$ cat config.mk
export PLATFORM = sky130hd
export DESIGN_NAME = ram_port_arbiter
export DESIGN_NICKNAME = d
export VERILOG_FILES = /design/src/rtl/arch_defs_pkg.sv /design/src/rtl/arb_read_return.sv /design/src/rtl/ram_port_arbiter.sv
export SDC_FILE = /design/constraint.sdc
export NUM_CORES = 1
export LEC_CHECK = 0
export BUFFER_PORTS_ARGS = -buffer_cell sky130_fd_sc_hd__buf_2
export CORE_MARGIN = 8
export CORE_UTILIZATION = 42
export DETAILED_ROUTE_END_ITERATION = 12
export GPL_TIMING_DRIVEN = 1
export HOLD_SLACK_MARGIN = 0.1
export PLACE_DENSITY = 0.74
export RECOVER_POWER = 100
export SLEW_MARGIN = 10
export SYNTH_ARGS = -nofsm -noshare
export SYNTH_HDL_FRONTEND = slang
export SYNTH_HIERARCHICAL = 1
export SYNTH_SLANG_ARGS = --single-unit
$ cat constraint.sdc
create_clock -name clk -period 4.3 [get_ports clk]
set_clock_uncertainty 0.15 [all_clocks]
set_input_delay 0.645 -clock clk [delete_from_list [all_inputs] [get_ports clk]]
set_output_delay 0.645 -clock clk [all_outputs]
set_load 0.02 [all_outputs]
$ cat src/rtl/arch_defs_pkg.sv
// arch_defs_pkg: shared architecture definitions for the computer.
//   ADDR_WIDTH / DATA_WIDTH  : RAM address and data widths.
//   arb_state_t              : RAM port arbiter FSM states.
//   arb_owner_t              : which requester owns an in-flight read.
//   ARB_*_DEFAULT            : default arbiter parameters.
package arch_defs_pkg;

  localparam int ADDR_WIDTH = 16;
  localparam int DATA_WIDTH = 8;

  localparam int ARB_MAX_WAIT_DEFAULT = 4;
  localparam int ARB_LOCK_MAX_DEFAULT = 16;

  typedef enum logic {
    ARB_NORMAL = 1'b0,
    ARB_LOCKED = 1'b1
  } arb_state_t;

  typedef enum logic {
    OWNER_CPU = 1'b0,
    OWNER_LD  = 1'b1
  } arb_owner_t;

endpackage

$ cat src/rtl/arb_read_return.sv
// arb_read_return: one-stage owner/valid pipeline that steers the RAM's
// synchronous read data back to whichever requester issued the read.
//   i_clk, i_rst_n         : clock, asynchronous active-low reset
//   i_gnt_cpu, i_gnt_ld    : grants issued this cycle (mutually exclusive)
//   i_we                   : the granted access is a write
//   i_ram_rdata            : RAM read data (valid the cycle after the address)
//   o_cpu_rvalid/o_cpu_rdata : CPU read return
//   o_ld_rvalid/o_ld_rdata   : loader read return
import arch_defs_pkg::*;

module arb_read_return #(
  parameter int DW = DATA_WIDTH
) (
  input  logic          i_clk,
  input  logic          i_rst_n,
  input  logic          i_gnt_cpu,
  input  logic          i_gnt_ld,
  input  logic          i_we,
  input  logic [DW-1:0] i_ram_rdata,
  output logic          o_cpu_rvalid,
  output logic [DW-1:0] o_cpu_rdata,
  output logic          o_ld_rvalid,
  output logic [DW-1:0] o_ld_rdata
);

  logic          r_pend;
  arb_owner_t    r_owner;
  logic [DW-1:0] r_cpu_hold;
  logic [DW-1:0] r_ld_hold;

  always_ff @(posedge i_clk or negedge i_rst_n) begin
    if (!i_rst_n) begin
      r_pend     <= 1'b0;
      r_owner    <= OWNER_CPU;
      r_cpu_hold <= '0;
      r_ld_hold  <= '0;
    end else begin
      r_pend  <= (i_gnt_cpu || i_gnt_ld) && !i_we;
      r_owner <= i_gnt_ld ? OWNER_LD : OWNER_CPU;
      // Each side keeps the last data it was handed so the non-owner's
      // rdata stays stable while the other side is being served.
      if (o_cpu_rvalid) r_cpu_hold <= i_ram_rdata;
      if (o_ld_rvalid)  r_ld_hold  <= i_ram_rdata;
    end
  end

  assign o_cpu_rvalid = r_pend && (r_owner == OWNER_CPU);
  assign o_ld_rvalid  = r_pend && (r_owner == OWNER_LD);
  assign o_cpu_rdata  = o_cpu_rvalid ? i_ram_rdata : r_cpu_hold;
  assign o_ld_rdata   = o_ld_rvalid  ? i_ram_rdata : r_ld_hold;

endmodule

$ cat src/rtl/ram_port_arbiter.sv
// ram_port_arbiter: shares the single-port RAM between the CPU (requester 0,
// fixed priority) and the UART debug/load engine (requester 1).
//   clk, reset                    : clock, asynchronous active-low reset
//   cpu_req/we/addr/wdata, cpu_gnt: CPU request and grant
//   cpu_rvalid, cpu_rdata         : CPU read return (cycle after read grant)
//   ld_req/we/addr/wdata, ld_lock : loader request, lock-after-grant request
//   ld_gnt, ld_rvalid, ld_rdata   : loader grant and read return
//   ram_we/addr/wdata, ram_rdata  : RAM port (synchronous read)
//   locked                        : port is locked to the loader
//   dbg_state, dbg_wait_cnt, dbg_lock_cnt : FSM state and counters
//
// Handshake: a requester holds *_req with its command stable; the access is
// consumed in exactly the cycle *_gnt is high (combinational in that cycle).
// For reads, *_rvalid pulses one cycle later with *_rdata; there is no
// backpressure on the read return.
import arch_defs_pkg::*;

module ram_port_arbiter #(
  parameter  int MAX_WAIT = ARB_MAX_WAIT_DEFAULT,
  parameter  int LOCK_MAX = ARB_LOCK_MAX_DEFAULT,
  localparam int WAIT_W   = $clog2(MAX_WAIT) + 1,
  localparam int LOCK_W   = $clog2(LOCK_MAX) + 1
) (
  input  logic                  clk,
  input  logic                  reset,
  input  logic                  cpu_req,
  input  logic                  cpu_we,
  input  logic [ADDR_WIDTH-1:0] cpu_addr,
  input  logic [DATA_WIDTH-1:0] cpu_wdata,
  output logic                  cpu_gnt,
  output logic                  cpu_rvalid,
  output logic [DATA_WIDTH-1:0] cpu_rdata,
  input  logic                  ld_req,
  input  logic                  ld_we,
  input  logic [ADDR_WIDTH-1:0] ld_addr,
  input  logic [DATA_WIDTH-1:0] ld_wdata,
  input  logic                  ld_lock,
  output logic                  ld_gnt,
  output logic                  ld_rvalid,
  output logic [DATA_WIDTH-1:0] ld_rdata,
  output logic                  ram_we,
  output logic [ADDR_WIDTH-1:0] ram_addr,
  output logic [DATA_WIDTH-1:0] ram_wdata,
  input  logic [DATA_WIDTH-1:0] ram_rdata,
  output logic                  locked,
  output logic                  dbg_state,
  output logic [WAIT_W-1:0]     dbg_wait_cnt,
  output logic [LOCK_W-1:0]     dbg_lock_cnt
);

  localparam logic [WAIT_W-1:0] C_MAX_WAIT = WAIT_W'(MAX_WAIT);
  localparam logic [LOCK_W-1:0] C_LOCK_MAX = LOCK_W'(LOCK_MAX);

  arb_state_t            r_state, w_state_nxt;
  logic [WAIT_W-1:0]     r_wait_cnt, w_wait_nxt;
  logic [LOCK_W-1:0]     r_lock_cnt, w_lock_nxt;
  logic [ADDR_WIDTH-1:0] r_last_addr;
  logic [DATA_WIDTH-1:0] r_last_wdata;
  logic                  w_gnt_cpu;
  logic                  w_gnt_ld;

  always_ff @(posedge clk or negedge reset) begin
    if (!reset) begin
      r_state      <= ARB_NORMAL;
      r_wait_cnt   <= '0;
      r_lock_cnt   <= '0;
      r_last_addr  <= '0;
      r_last_wdata <= '0;
    end else begin
      r_state      <= w_state_nxt;
      r_wait_cnt   <= w_wait_nxt;
      r_lock_cnt   <= w_lock_nxt;
      r_last_addr  <= ram_addr;
      r_last_wdata <= ram_wdata;
    end
  end

  always_comb begin
    w_state_nxt = r_state;
    w_wait_nxt  = r_wait_cnt;
    w_lock_nxt  = r_lock_cnt;
    w_gnt_cpu   = 1'b0;
    w_gnt_ld    = 1'b0;
    case (r_state)
      ARB_NORMAL: begin
        // CPU wins ties until the loader has waited MAX_WAIT cycles.
        w_gnt_cpu  = cpu_req && (!ld_req || (r_wait_cnt < C_MAX_WAIT));
        w_gnt_ld   = ld_req  && (!cpu_req || (r_wait_cnt == C_MAX_WAIT));
        w_lock_nxt = '0;
        if (!ld_req || w_gnt_ld) begin
          w_wait_nxt = '0;
        end else if (r_wait_cnt != C_MAX_WAIT) begin
          w_wait_nxt = r_wait_cnt + 1'b1;
        end
        if (w_gnt_ld && ld_lock && (LOCK_MAX > 1)) begin
          w_state_nxt = ARB_LOCKED;
          w_lock_nxt  = LOCK_W'(1);
        end
      end
      ARB_LOCKED: begin
        w_gnt_ld   = ld_req;
        w_wait_nxt = '0;
        // lock_cnt counts every locked cycle (the first grant in NORMAL
        // counts as 1), so an idle lock cannot starve the CPU either.
        // Leaving when the count would reach LOCK_MAX caps the burst at
        // LOCK_MAX cycles including the entry grant.
        if (!ld_lock || (r_lock_cnt >= C_LOCK_MAX - 1'b1)) begin
          w_state_nxt = ARB_NORMAL;
          w_lock_nxt  = '0;
        end else begin
          w_lock_nxt = r_lock_cnt + 1'b1;
        end
      end
      default: begin
        w_state_nxt = ARB_NORMAL;
        w_wait_nxt  = '0;
        w_lock_nxt  = '0;
      end
    endcase
    // No grant may be issued while reset is asserted.
    if (!reset) begin
      w_gnt_cpu = 1'b0;
      w_gnt_ld  = 1'b0;
    end
  end

  assign cpu_gnt   = w_gnt_cpu;
  assign ld_gnt    = w_gnt_ld;
  assign ram_we    = (w_gnt_cpu && cpu_we) || (w_gnt_ld && ld_we);
  assign ram_addr  = w_gnt_cpu ? cpu_addr  : (w_gnt_ld ? ld_addr  : r_last_addr);
  assign ram_wdata = w_gnt_cpu ? cpu_wdata : (w_gnt_ld ? ld_wdata : r_last_wdata);

  assign locked       = (r_state == ARB_LOCKED);
  assign dbg_state    = r_state;
  assign dbg_wait_cnt = r_wait_cnt;
  assign dbg_lock_cnt = r_lock_cnt;

  arb_read_return #(
    .DW(DATA_WIDTH)
  ) u_read_return (
    .i_clk        (clk),
    .i_rst_n      (reset),
    .i_gnt_cpu    (w_gnt_cpu),
    .i_gnt_ld     (w_gnt_ld),
    .i_we         (ram_we),
    .i_ram_rdata  (ram_rdata),
    .o_cpu_rvalid (cpu_rvalid),
    .o_cpu_rdata  (cpu_rdata),
    .o_ld_rvalid  (ld_rvalid),
    .o_ld_rdata   (ld_rdata)
  );

endmodule

==> results.cfg <==
[status]
status = complete, but fails checks
violations = max-capacitance violations, max-slew violations

[detailed_routing]
wl_per_cell_microns = 14.7
vias = 1992
first_iter_violations = 53
drc = 0
firstDrtPassIters = 4
ant_nets = 0
viasPerCell = 4.88
routed_wl_mm = 5.99

[logic_synthesis]
synth_common_cells = dfrtp_1 (51), a21oi_1 (33), nor2_1 (31)
synth_edf_count = 0
async_flop_share_pct = 100
synth_area_sq_um = 2380
syn_nets = 288
synth_most_common_cell = dfrtp_1
synthFlopType = dfrtp_1
ys_types = 33
syn_avg_cell_area_sq_um = 10.8
yosys.area.top_type_share_pct = 53.7
synth_area_leaders = dfrtp_1 (54%), a21oi_1 (6.9%), a21oi_2 (6.3%)
yosysWarningCount = 6
yosysSeqAreaShare_pct = 53.7
synthCells = 221
ys_ff_latch = 51
yosysTopAreaCell = dfrtp_1

[cts]
clk_pin_slew_ns = 0.09
hold_buffers = 0
cts.sinks = 51
cts_setup_buffers = 0
cts_resized = 0
h-tree-depth = 2
clk_latency_ns = 0.29
cts_tree = yes
cts_buffers = 5
ctsLongestPathBuffers = 2
cts_root_buffer = clkbuf_8

[critical_path]
crit_type = in -> out
required_ns = 3.50
slowest_stage = inv_2
end_kind = output port
r2r-end = u_read_return/r_pend
startpoint_type = input port
crit_buf_inv = 3
worstPathMaxFanout = 27
critPathTopFamily = buffers and inverters
reg2reg_from = dbg_wait_cnt[0]
cpMostUsedCell = a21oi_1
cp.arrival_ns = 2.81
max_stage_delay_ns = 0.63
ff2ff_path_depth = 7
rrSetupSlack_ns = 1.90
cp_cell_sequence = buf_2, nand3_2, inv_2, a21oi_1, a21oi_1, clkbuf_1

[global_route]
grt_pass1_vias = 2246
grt_overflow = 0
grt_pass1_wl_mm = 10.3
grt_antenna_before_repair = 0
gr-usage-all-layers_pct = 14.9
grt_max_degree = 35

[sta]
fin_crit_ns = 3.61
finalSetupViolations = 0
max_freq_mhz = 277
slew_headroom_pct = -21.6
rsz0062_at_grt = no
worst_pin_slew_ns = 1.82
finalMaxSlewViolations = 35
tns_ns = 0
hold_viol = 0
fin_crit_sh_pct = 83.9

[floorplan]
die_w_microns = 91.3
dieArea_sq_um = 8330
die_y_microns = 91.3
pin_count = 118
placementRows = 27
initial_core_util_pct = 43.5
coreArea_sq_um = 5470

[placed_design]
dp_hpwl_mm = 4.62
place_congestion = 0.730
io_buffers = 117

[pwr]
power_frac_comb_pct = 29.8
leakage_uw = 0.00140
power.switching_uw = 445
pwr-share-clk_pct = 24.8
ir_drop_v = 0.000167
internal_power_uw = 859
switching_share_pct = 34.1
power_frac_seq_pct = 45.4
power_density_nw_per_um2 = 445

[final_layout]
fin_util_pct = 53.6
n_antenna_cell = 0
final_nets = 402
fillers = 553
drive_gt1_share_pct = 26.5
syn2layout_area_growth_pct = 23.3

[job]
cap_violations = 1

[hold_path]
hold_class = in -> async
-- cells by family after synthesis --
family                     synth area share, %
muxes                                     8.84
DFF                                       53.7
xor gates and xnor gates                 0.368
and+or+nand+nor                           13.1
adders and majority gates                 2.10
AOI/OAI and AO/OA                         15.3
buffers and inverters                     6.68
-- area by class of cell --
cell class / instances / area [sq um] / area share (%)
Sequential cell: 51 / 1280 / 43.5
Multi-Input combinational cell: 148 / 877 / 29.9
Timing Repair Buffer: 118 / 522 / 17.8
Tap cell: 72 / 90.1 / 3.07
Clock buffer: 5 / 68.8 / 2.35
Inverter: 11 / 53.8 / 1.84
Clock inverter: 3 / 43.8 / 1.49
-- layout by cell type (no fill, tap or decap), drive strengths merged --
cell    instances
xor2            1
a211o           1
nand2          31
mux2           16
buf            63
a21oi          50
bufinv          1
a41o            1
a21o            1
ha              4
and4            1
o21ai           1
dfrtp          51
nor2           31
nand3           2
inv            11
a311oi          1
nand2b          1
clkinv          2
a22o            1
and3            1
nor3b           1
nor2b           1
clkbuf         60
nor3            1
nand4           1
-- per-stage QoR --
| stage | total power (uW) | area, sq um | instances | setup WS (ns) | hold WS, ns |
|---|---|---|---|---|---|
| floorplan | 892 | 2380 | 221 | 1.78 | 0.199 |
| detailed placement | 1050 | 2960 | 400 | 0.730 | 0.333 |
| finish | 1300 | 2930 | 408 | 0.694 | 0.147 |
| global placement | 1040 | 2960 | 400 | 0.786 | 0.324 |
| global route | 1390 | 2930 | 408 | 0.425 | 0.151 |
| CTS | 1380 | 3070 | 408 | 0.725 | 0.136 |
-- how the worst max path moves through the flow --
stage / startpoint / end / depth (start not counted)
floorplan: dbg_wait_cnt[0] / ram_addr[5] / 8
global placement: reset / ram_addr[5] / 6
detailed placement: reset / ram_addr[0] / 6
CTS: reset / ram_addr[0] / 6
global route: reset / ram_addr[0] / 6
finish: reset / ram_wdata[1] / 6
-- power by group through the flow --
| stage | registers (uW) | logic [uW] | clock network, uW |
|---|---|---|---|
| after floorplan | 599 | 293 | 0 |
| after global placement | 599 | 437 | 0 |
| after detailed placement | 604 | 444 | 0 |
| after CTS | 594 | 446 | 338 |
| after global routing | 601 | 429 | 359 |
| final | 592 | 389 | 324 |
-- registers in the layout, indices dropped and copies added (netlist names) --
name and cells:
r_last_addr 16, dbg_lock_cnt 5, r_last_wdata 8, u_read_return/r_pend 1
dbg_wait_cnt 3, u_read_return/r_cpu_hold 8, u_read_return/r_ld_hold 8, u_read_return/r_owner 1
dbg_state 1
-- per-layer routing --
layer | wire (microns) | track usage [%] | part of all wire [%]
met3 | 465 | 6.17 | 7.8
met5 | 0 | 0 | 0
met2 | 2720 | 24.5 | 45
met1 | 2760 | 17.6 | 46
met4 | 45 | 3.68 | 0.75
(Power assumes the default switching activity.)
